## src/rtl/lcd_seq_ctrl.sv

```systemverilog
// rtl/lcd_seq_ctrl.sv - HD44780 16x2 init sequencer and line-1 writer driving the lcd_control ROM.
// Optional periodic line rewrite from IDLE is enabled by defining LCD_REFRESH_EN.
module lcd_seq_ctrl #(
    parameter int CLK_DIV       = 50,
    parameter int POWERON_TICKS = 2000,
    parameter int CLEAR_TICKS   = 200,
    parameter int REFRESH_TICKS = 10000
) (
    input  logic       clk,
    input  logic       rst,
    input  logic [1:0] mode,
    input  logic [7:0] char_data,
    output logic [1:0] rom_mode,
    output logic [3:0] char_idx,
    output logic       lcd_e,
    output logic       lcd_rs,
    output logic       lcd_rw,
    output logic [7:0] lcd_data,
    output logic       busy
);

    localparam int DIV_W     = $clog2(CLK_DIV);
    localparam int WAIT_BASE = (POWERON_TICKS > CLEAR_TICKS) ? POWERON_TICKS : CLEAR_TICKS;
`ifdef LCD_REFRESH_EN
    localparam int WAIT_MAX  = (REFRESH_TICKS > WAIT_BASE) ? REFRESH_TICKS : WAIT_BASE;
`else
    localparam int WAIT_MAX  = WAIT_BASE;
`endif
    localparam int WAIT_W    = $clog2(WAIT_MAX + 1);

    typedef enum logic [2:0] {
        ST_POWERON, ST_INIT, ST_CLR_WAIT, ST_ADDR, ST_CHAR, ST_IDLE
    } state_t;

    typedef enum logic [1:0] {
        PH_SETUP, PH_PULSE, PH_HOLD
    } phase_t;

    state_t              state_q, state_d;
    phase_t              phase_q, phase_d;
    logic [DIV_W-1:0]    div_cnt_q;
    logic [WAIT_W-1:0]   wait_q, wait_d;
    logic [1:0]          init_idx_q, init_idx_d;
    logic [1:0]          rom_mode_q, rom_mode_d;
    logic [3:0]          char_idx_q, char_idx_d;
    logic                e_q, e_d;
    logic                rs_q, rs_d;
    logic [7:0]          data_q, data_d;
    logic                tick;
    logic                step_done;
    logic                start_line;
    logic [7:0]          cmd_byte;

    assign tick = (div_cnt_q == DIV_W'(CLK_DIV - 1));

    always_comb begin
        state_d    = state_q;
        phase_d    = phase_q;
        wait_d     = wait_q;
        init_idx_d = init_idx_q;
        rom_mode_d = rom_mode_q;
        char_idx_d = char_idx_q;
        e_d        = e_q;
        rs_d       = rs_q;
        data_d     = data_q;
        step_done  = 1'b0;
        start_line = 1'b0;
        cmd_byte   = 8'h00;

        if (tick) begin
            case (state_q)
                ST_POWERON: begin
                    if (wait_q == WAIT_W'(POWERON_TICKS - 1)) begin
                        state_d    = ST_INIT;
                        phase_d    = PH_SETUP;
                        init_idx_d = 2'd0;
                        rs_d       = 1'b0;
                        wait_d     = '0;
                    end else begin
                        wait_d = wait_q + WAIT_W'(1);
                    end
                end
                ST_INIT, ST_ADDR, ST_CHAR: begin
                    case (phase_q)
                        PH_SETUP: begin
                            phase_d = PH_PULSE;
                            e_d     = 1'b1;
                        end
                        PH_PULSE: begin
                            phase_d = PH_HOLD;
                            e_d     = 1'b0;
                        end
                        default: step_done = 1'b1;
                    endcase
                end
                ST_CLR_WAIT: begin
                    if (wait_q == WAIT_W'(CLEAR_TICKS - 1)) begin
                        wait_d     = '0;
                        start_line = 1'b1;
                    end else begin
                        wait_d = wait_q + WAIT_W'(1);
                    end
                end
                ST_IDLE: begin
                    if (mode != rom_mode_q) begin
                        start_line = 1'b1;
`ifdef LCD_REFRESH_EN
                    end else if (wait_q == WAIT_W'(REFRESH_TICKS - 1)) begin
                        start_line = 1'b1;
                    end else begin
                        wait_d = wait_q + WAIT_W'(1);
`endif
                    end
                end
                default: state_d = ST_POWERON;
            endcase

            if (step_done) begin
                case (state_q)
                    ST_INIT: begin
                        if (init_idx_q == 2'd3) begin
                            state_d = ST_CLR_WAIT;
                            wait_d  = '0;
                        end else begin
                            init_idx_d = init_idx_q + 2'd1;
                            phase_d    = PH_SETUP;
                        end
                    end
                    ST_ADDR: begin
                        state_d    = ST_CHAR;
                        phase_d    = PH_SETUP;
                        char_idx_d = 4'd0;
                        rs_d       = 1'b1;
                    end
                    ST_CHAR: begin
                        if (char_idx_q == 4'd15) begin
                            // Mode is only sampled here, so a line is never mixed.
                            if (mode != rom_mode_q) begin
                                start_line = 1'b1;
                            end else begin
                                state_d = ST_IDLE;
                                wait_d  = '0;
                            end
                        end else begin
                            char_idx_d = char_idx_q + 4'd1;
                            phase_d    = PH_SETUP;
                        end
                    end
                    default: ;
                endcase
            end

            if (start_line) begin
                state_d    = ST_ADDR;
                phase_d    = PH_SETUP;
                rom_mode_d = mode;
                rs_d       = 1'b0;
            end
        end

        case (state_d)
            ST_ADDR: cmd_byte = 8'h80;
            ST_INIT: begin
                case (init_idx_d)
                    2'd0:    cmd_byte = 8'h38;
                    2'd1:    cmd_byte = 8'h0C;
                    2'd2:    cmd_byte = 8'h06;
                    default: cmd_byte = 8'h01;
                endcase
            end
            default: cmd_byte = 8'h00;
        endcase

        // ROM data follows char_idx one clock late; later SETUP clocks pick it up.
        if ((state_d == ST_INIT || state_d == ST_ADDR || state_d == ST_CHAR) &&
            phase_d == PH_SETUP) begin
            data_d = rs_d ? char_data : cmd_byte;
        end
    end

    always_ff @(posedge clk or posedge rst) begin
        if (rst) begin
            div_cnt_q  <= '0;
            state_q    <= ST_POWERON;
            phase_q    <= PH_SETUP;
            wait_q     <= '0;
            init_idx_q <= 2'd0;
            rom_mode_q <= 2'b00;
            char_idx_q <= 4'd0;
            e_q        <= 1'b0;
            rs_q       <= 1'b0;
            data_q     <= 8'h00;
        end else begin
            div_cnt_q  <= tick ? '0 : div_cnt_q + DIV_W'(1);
            state_q    <= state_d;
            phase_q    <= phase_d;
            wait_q     <= wait_d;
            init_idx_q <= init_idx_d;
            rom_mode_q <= rom_mode_d;
            char_idx_q <= char_idx_d;
            e_q        <= e_d;
            rs_q       <= rs_d;
            data_q     <= data_d;
        end
    end

    assign rom_mode = rom_mode_q;
    assign char_idx = char_idx_q;
    assign lcd_e    = e_q;
    assign lcd_rs   = rs_q;
    assign lcd_rw   = 1'b0;
    assign lcd_data = data_q;
    assign busy     = (state_q != ST_IDLE);

endmodule
```

## config.mk

```make
export PLATFORM = sky130hd
export DESIGN_NAME = lcd_seq_ctrl
export DESIGN_NICKNAME = d
export VERILOG_FILES = /design/src/rtl/lcd_seq_ctrl.sv
export SDC_FILE = /design/constraint.sdc
export NUM_CORES = 1
export LEC_CHECK = 0
export ABC_AREA = 1
export BUFFER_PORTS_ARGS = -buffer_cell sky130_fd_sc_hd__buf_2
export CAP_MARGIN = 20
export CORE_MARGIN = 10
export CORE_UTILIZATION = 30
export CTS_BUF_LIST = sky130_fd_sc_hd__clkbuf_8 sky130_fd_sc_hd__clkbuf_16
export CTS_CLUSTER_DIAMETER = 30
export DETAILED_ROUTE_END_ITERATION = 16
export SLEW_MARGIN = 20
export SYNTH_ARGS = -nofsm -noshare
export SYNTH_HDL_FRONTEND = slang
export SYNTH_SLANG_ARGS = --single-unit
```

## constraint.sdc

```tcl
create_clock -name clk -period 3 [get_ports clk]
set_input_delay 0.15 -clock clk [delete_from_list [all_inputs] [get_ports clk]]
set_output_delay 0.15 -clock clk [all_outputs]
set_load 0.01 [all_outputs]
```

Yosys cells after proc, flatten, opt, wreduce, memory -nomap -nowiden:

Index checks and enable logic that the tools add are counted.

* $add $sub $neg: 4
* equality and inequality tests: 19
* reduce and logical (&&, ||, !) cells: 15
* mux-type cells: 56

Operators by type and width (number)
* 2-to-1 mux 11 bit: 6
* case mux 11 bit (2 select lines): 2
* 2-to-1 mux 2 bit: 12
* 2-to-1 mux 3 bit: 7
* case mux 6 bit (3 select lines): 1
* 2-to-1 mux 1 bit: 16
* case mux 8 bit (2 select lines): 1
* adder 11 x 1 -> 11 bit, second input constant: 1
* equality test 11 bit, second input constant: 1
* equality test 11 x 8 -> 1 bit, second input constant: 1
* equality test 3 x 2 -> 1 bit, second input constant: 3
* equality test 3 bit, second input constant: 3
* case mux 3 bit (3 select lines): 1
* 2-to-1 mux 8 bit: 1
* case mux 2 bit (2 select lines): 2
* case mux 4 bit (2 select lines): 1
* adder 6 x 1 -> 6 bit, second input constant: 1
* equality test 3 x 1 -> 1 bit, second input constant: 2
* equality test 6 bit, second input constant: 1
* zero test 2 bit: 3
* 2-to-1 mux 6 bit: 1
* case mux 2 bit (3 select lines): 1
* case mux 3 bit (2 select lines): 1
* OR reduction 5 bit: 1
* 19 further kinds: 24

* output and inout port bits: 18
* word-level logic and storage cells: 104
* bits in registers: 40
* input port bits: 12

Longest topological paths before layout:

* depth in word-level cells: 14
* mapped depth: 18
* mapped depth without buffers: 17

Worst setup path before layout:

No wires, ideal clock.

* path kind: reg-to-reg
* start point: reg div_cnt_q[1]
* end point: reg data_q[2] (netlist: lcd_data[2])
* data required time: 2929 ps
* clock period less this slack: 2414 ps
* library setup time: 71 ps
* arrival: 2343 ps
* cell stages (with the launch flop): 16
* slack: 586 ps
* path buffers: 1
* path through: dfrtp_1 -> inv_1 -> ha_1 -> nand3_1 -> nor2_4 -> inv_1 -> buf_6 -> nor3_1 -> inv_1 -> o21ai_0 -> inv_1 -> ha_1 -> nand4_1 -> nor2_1 -> nor2_1 -> nor2_1

* word-level cells in the longest chain between the ends: 6
* elaborated cells between the ends (all ways): 18
* classes of those cells: 6 x eq/ne; 7 x mux; 5 x reduce/logical

RTL lines
* start, declared: RTL line 41 `logic [DIV_W-1:0] div_cnt_q;`
* start signal, assigned: RTL line 194 `div_cnt_q <= tick ? '0 : div_cnt_q + DIV_W'(1);`
* equality test 6 bit (*): RTL line 54 `assign tick = (div_cnt_q == DIV_W'(CLK_DIV - 1));`
* 2-to-1 mux 2 bit (*): RTL line 70 `if (tick) begin`
* net init_idx_d[1]: RTL line 43 `logic [1:0] init_idx_q, init_idx_d;`
* equality test 2 bit, or another cell as far along: RTL line 164 `case (init_idx_d)`
* case mux 6 bit (3 select lines) (*): RTL line 164
* case mux 8 bit (2 select lines) (*): RTL line 161 `case (state_d)`
* 2-to-1 mux 8 bit (*): RTL line 177 `data_d = rs_d ? char_data : cmd_byte;`
* end signal, assigned: RTL line 203 `data_q <= data_d;`
* end, declared: RTL line 48 `logic [7:0] data_q, data_d;`

The timed path passes the listed nets; every way through them passes the cells marked *.
A chain may end at the register's enable or synchronous reset.

Worst setup path after layout:

* start point: reg state_q[2]
* end point: reg data_q[3] (netlist: lcd_data[3])

* elaborated cells between the ends (all ways): 55
* classes of those cells: 10 x eq/ne; 37 x mux; 8 x reduce/logical

RTL lines
* start, declared: RTL line 39 `state_t state_q, state_d;`
* start signal, assigned: RTL line 195 `state_q <= state_d;`
* equality test 3 bit, or another cell as far along: RTL line 71 `case (state_q)`
* OR reduction 3 bit / 2-to-1 mux 2 bit (equally long branches): RTL line 71
* 2-to-1 mux 1 bit / 2-to-1 mux 2 bit (equally long branches): RTL line 71, 121
* 2-to-1 mux 1 bit / 2-to-1 mux 2 bit (equally long branches): RTL line 70, 119
* 2-to-1 mux 2 bit (*): RTL line 118 `if (step_done) begin`
* 2-to-1 mux 2 bit (*): RTL line 70
* net init_idx_d[1]: RTL line 43
* equality test 2 bit, or another cell as far along: RTL line 164
* case mux 6 bit (3 select lines) (*): RTL line 164
* case mux 8 bit (2 select lines) (*): RTL line 161
* 2-to-1 mux 8 bit (*): RTL line 177

The timed path passes the listed nets; every way through them passes the cells marked *. The select of a mux whose other input is x is not followed.

==> metrics.cfg <==
[global_routing]
grt_pass1_vias=2278
grt.met3_usage=0.0184
grt-ovfl-total=0
grt_usage=0.0961
grt_start_max_net_pins=41
use_met2=0.161
antenna_found_initial=0
grt_pass1_wl_mm=10.4
grt_use_met1=0.118
top_usage_layer=met2

[placement]
gp_congestion=0.869
hpwl_mm=4.72
portBuffers=28

[synth]
synth.avg_cell_area_um2=7.31
synthTopCellsByArea=dfrtp_1 (38%), nand2_1 (12%), nor2_1 (6.7%)
ys_async_sr_fraction=1.00
synth_top_area_share=0.382
syn-num-nets=382
yosys_register_bits=40
syn-cell-area_um2=2620
synth_top_cell_by_area=dfrtp_1
yosysSeqAreaShare=0.382
yosys_warnings=0
ys.flop_type=dfrtp_1
synth-edff-count=0
syn_inst=358
synth.distinct_cells=39

[floorplan]
die_w_um=113
die_h_um=113
core_um2=8590
io_pins=30
rows=34
initial_core_util=0.305
dieArea_um2=12900

[power]
pwr-share-seq=0.522
power.internal_w=0.000803
p_comb_frac=0.031
p_sw_w=0.000231
switching_share=0.223
max-vdd-ir-drop_v=0.000183
leakage_nw=1.65
clkPwrFrac=0.447
p_per_area_nw_per_um2=341

[setup_path]
slowest_delay_ns=0.48
slowest_stage=dfrtp_1
crit_type=reg -> reg
crit_buf_inv=2
startpoint_type=flip-flop
worst_ep_arrival_time_ns=2.66
crit_chain=inv_2, nand2_4, nor2_1, nand3_1, o21ai_0, inv_1, nand2_1, o21ai_0, ha_1, o21bai_1, o21ai_0, nand2_1, nand2_1
crit_path_max_fanout=7
endpoint_kind=flip-flop
cpLargestDelayFamily=compound AO/OA/AOI/OAI gates
cp.required_ns=3.25

[worst_hold_path]
hp-class=in -> reg

[run_status]
status=finished, final reports clean

[clock_network]
htree_levels=2
ctsHoldBuffers=1
cts_tree=built
clk-insertion-delay-late_ns=0.31
cts_buffers=5
cts.sinks=40
post_cts_buffers=0
clockBufferDepth=2
clockRootBuffer=clkbuf_8
cts_resized=0
path_clk_slew_ns=0.09

[layout]
num_antenna_cells=0
multiInputGateArea_um2=1400
area_delta_synth_final_pct=15.6
seq_area_um2=1000
nNetsFinal=419
layout-drive-gt1-share=0.159
nFillCells=930

[route]
drt_pre_antenna_iters=4
ant_nets=0
wirelength_mm=6.09
wl_per_cell_um=12.1
vias=2377
drt_iter0_drc=156
avgViaCountPerCell=4.72
drc_errors=0

[job]
cap_viol_max_count=0

[sta]
holdWs_ns=0.0719
finalCritPeriodShare=0.801
fin_skew_ns=0.0136
worst_pin_slew_ns=0.514
relSlewSlack=0.657
slew_viol_final=0
setup_viol=0
fmax_mhz=416
finalSetupTns_ns=0
rsz0062_at_grt=false
hold_violations=0
finalCriticalPeriod_ns=2.40

power by group through the flow:
stage	clock network, W	logic, W	registers (W)
after global routing	0.000498	0.0000380	0.000539
after floorplan	0	0.0000197	0.000550
after global placement	0	0.0000325	0.000550
final	0.000462	0.0000322	0.000539
after CTS	0.000477	0.0000343	0.000539
after detailed placement	0	0.0000331	0.000550
cell usage in the layout, fill, tap and decap left out, types with 2 or more instances in the layout:
master	n
nand2_1	85
nor2_1	47
inv_1	44
dfrtp_1	40
nand3_1	28
buf_2	28
o21ai_0	23
a21oi_1	16
ha_1	12
nor3_1	9
nand4_1	6
clkbuf_8	5
buf_4	5
nor2_4	4
nand2_2	4
xnor2_1	3
nand2_4	3
inv_2	2
o21a_1	2
o22ai_1	2
nor2_2	2
o21ai_2	2
a211oi_1	2
a31oi_1	2
xor2_1	2
worst min-delay path, delay by kind of cell:
| kind | cells | cell delay, ns |
|---|---|---|
| buffers and inverters | 1 | 0.09 |
| AND/OR/NAND/NOR | 2 | 0.10 |
per-stage QoR:
step           setup slack [ns]  power, W   util  instance area [um^2]  std cells
2_1_floorplan             0.586  0.000570      -                  2620        358
3_3_place_gp              0.651  0.000583  0.338                  2900        495
3_5_place_dp              0.595  0.000583  0.338                  2900        495
4_1_cts                   0.588   0.00105  0.352                  3030        504
5_1_grt                   0.254   0.00108  0.352                  3030        504
6_report                  0.597   0.00103  0.352                  3030        504
synthesized netlist by cell type (2+ instances only):
cell type  number
dfrtp_1        40
a21oi_1        16
inv_1          44
nor2_1         47
xnor2_1         3
nand4_1         6
o21ai_0        23
nor2_4          4
nor2_2          2
nand2_4         3
o21ai_2         2
buf_4           2
ha_1           12
a31oi_1         2
o22ai_1         2
a211oi_1        2
inv_2           2
nand2_1        85
nor3_1          9
o21a_1          2
nand2_2         4
nand3_1        28
xor2_1          2
per-layer routing:
metal,vias up,share of wire
met3,6,0.038
met5,-,0
met4,0,0.019
met2,44,0.47
met1,1100,0.47
li1,1227,-
state kept, by name (all words and copies together), names as in the netlist, 2 cells and up:
name        count
wait_q         11
lcd_data        8
div_cnt_q       6
char_idx        4
state_q         3
init_idx_q      2
phase_q         2
rom_mode        2
path summary, 6_finish.rpt:
check	start	end	slack, ns	depth (start not counted)
worst min-delay path	mode[1]	rom_mode[1]	0.07	3
min in group asynchronous	rst	lcd_data[5]	0.51	4
max in group asynchronous	rst	rom_mode[0]	2.12	4
worst max register to register	state_q[2]	lcd_data[3]	0.60	13
worst min register to register	lcd_data[7]	lcd_data[7]	0.49	2
worst max-delay path	state_q[2]	lcd_data[3]	0.60	13
final cells by class:
cell class,count,share of cell area
Multi-Input combinational cell,266,0.463
Sequential cell,40,0.331
Timing Repair Buffer,34,0.0620
Inverter,48,0.0612
Tap cell,108,0.0446
Clock buffer,5,0.0227
Clock inverter,3,0.0153
cell families after synthesis:
group / share of synthesized area
fa+ha+maj: 0.0573
other cells: 0.00143
flops: 0.382
compound gates: 0.125
buf+inv: 0.0822
simple gates: 0.335
xor+xnor: 0.0167
Power figures use the tool's default switching activity.
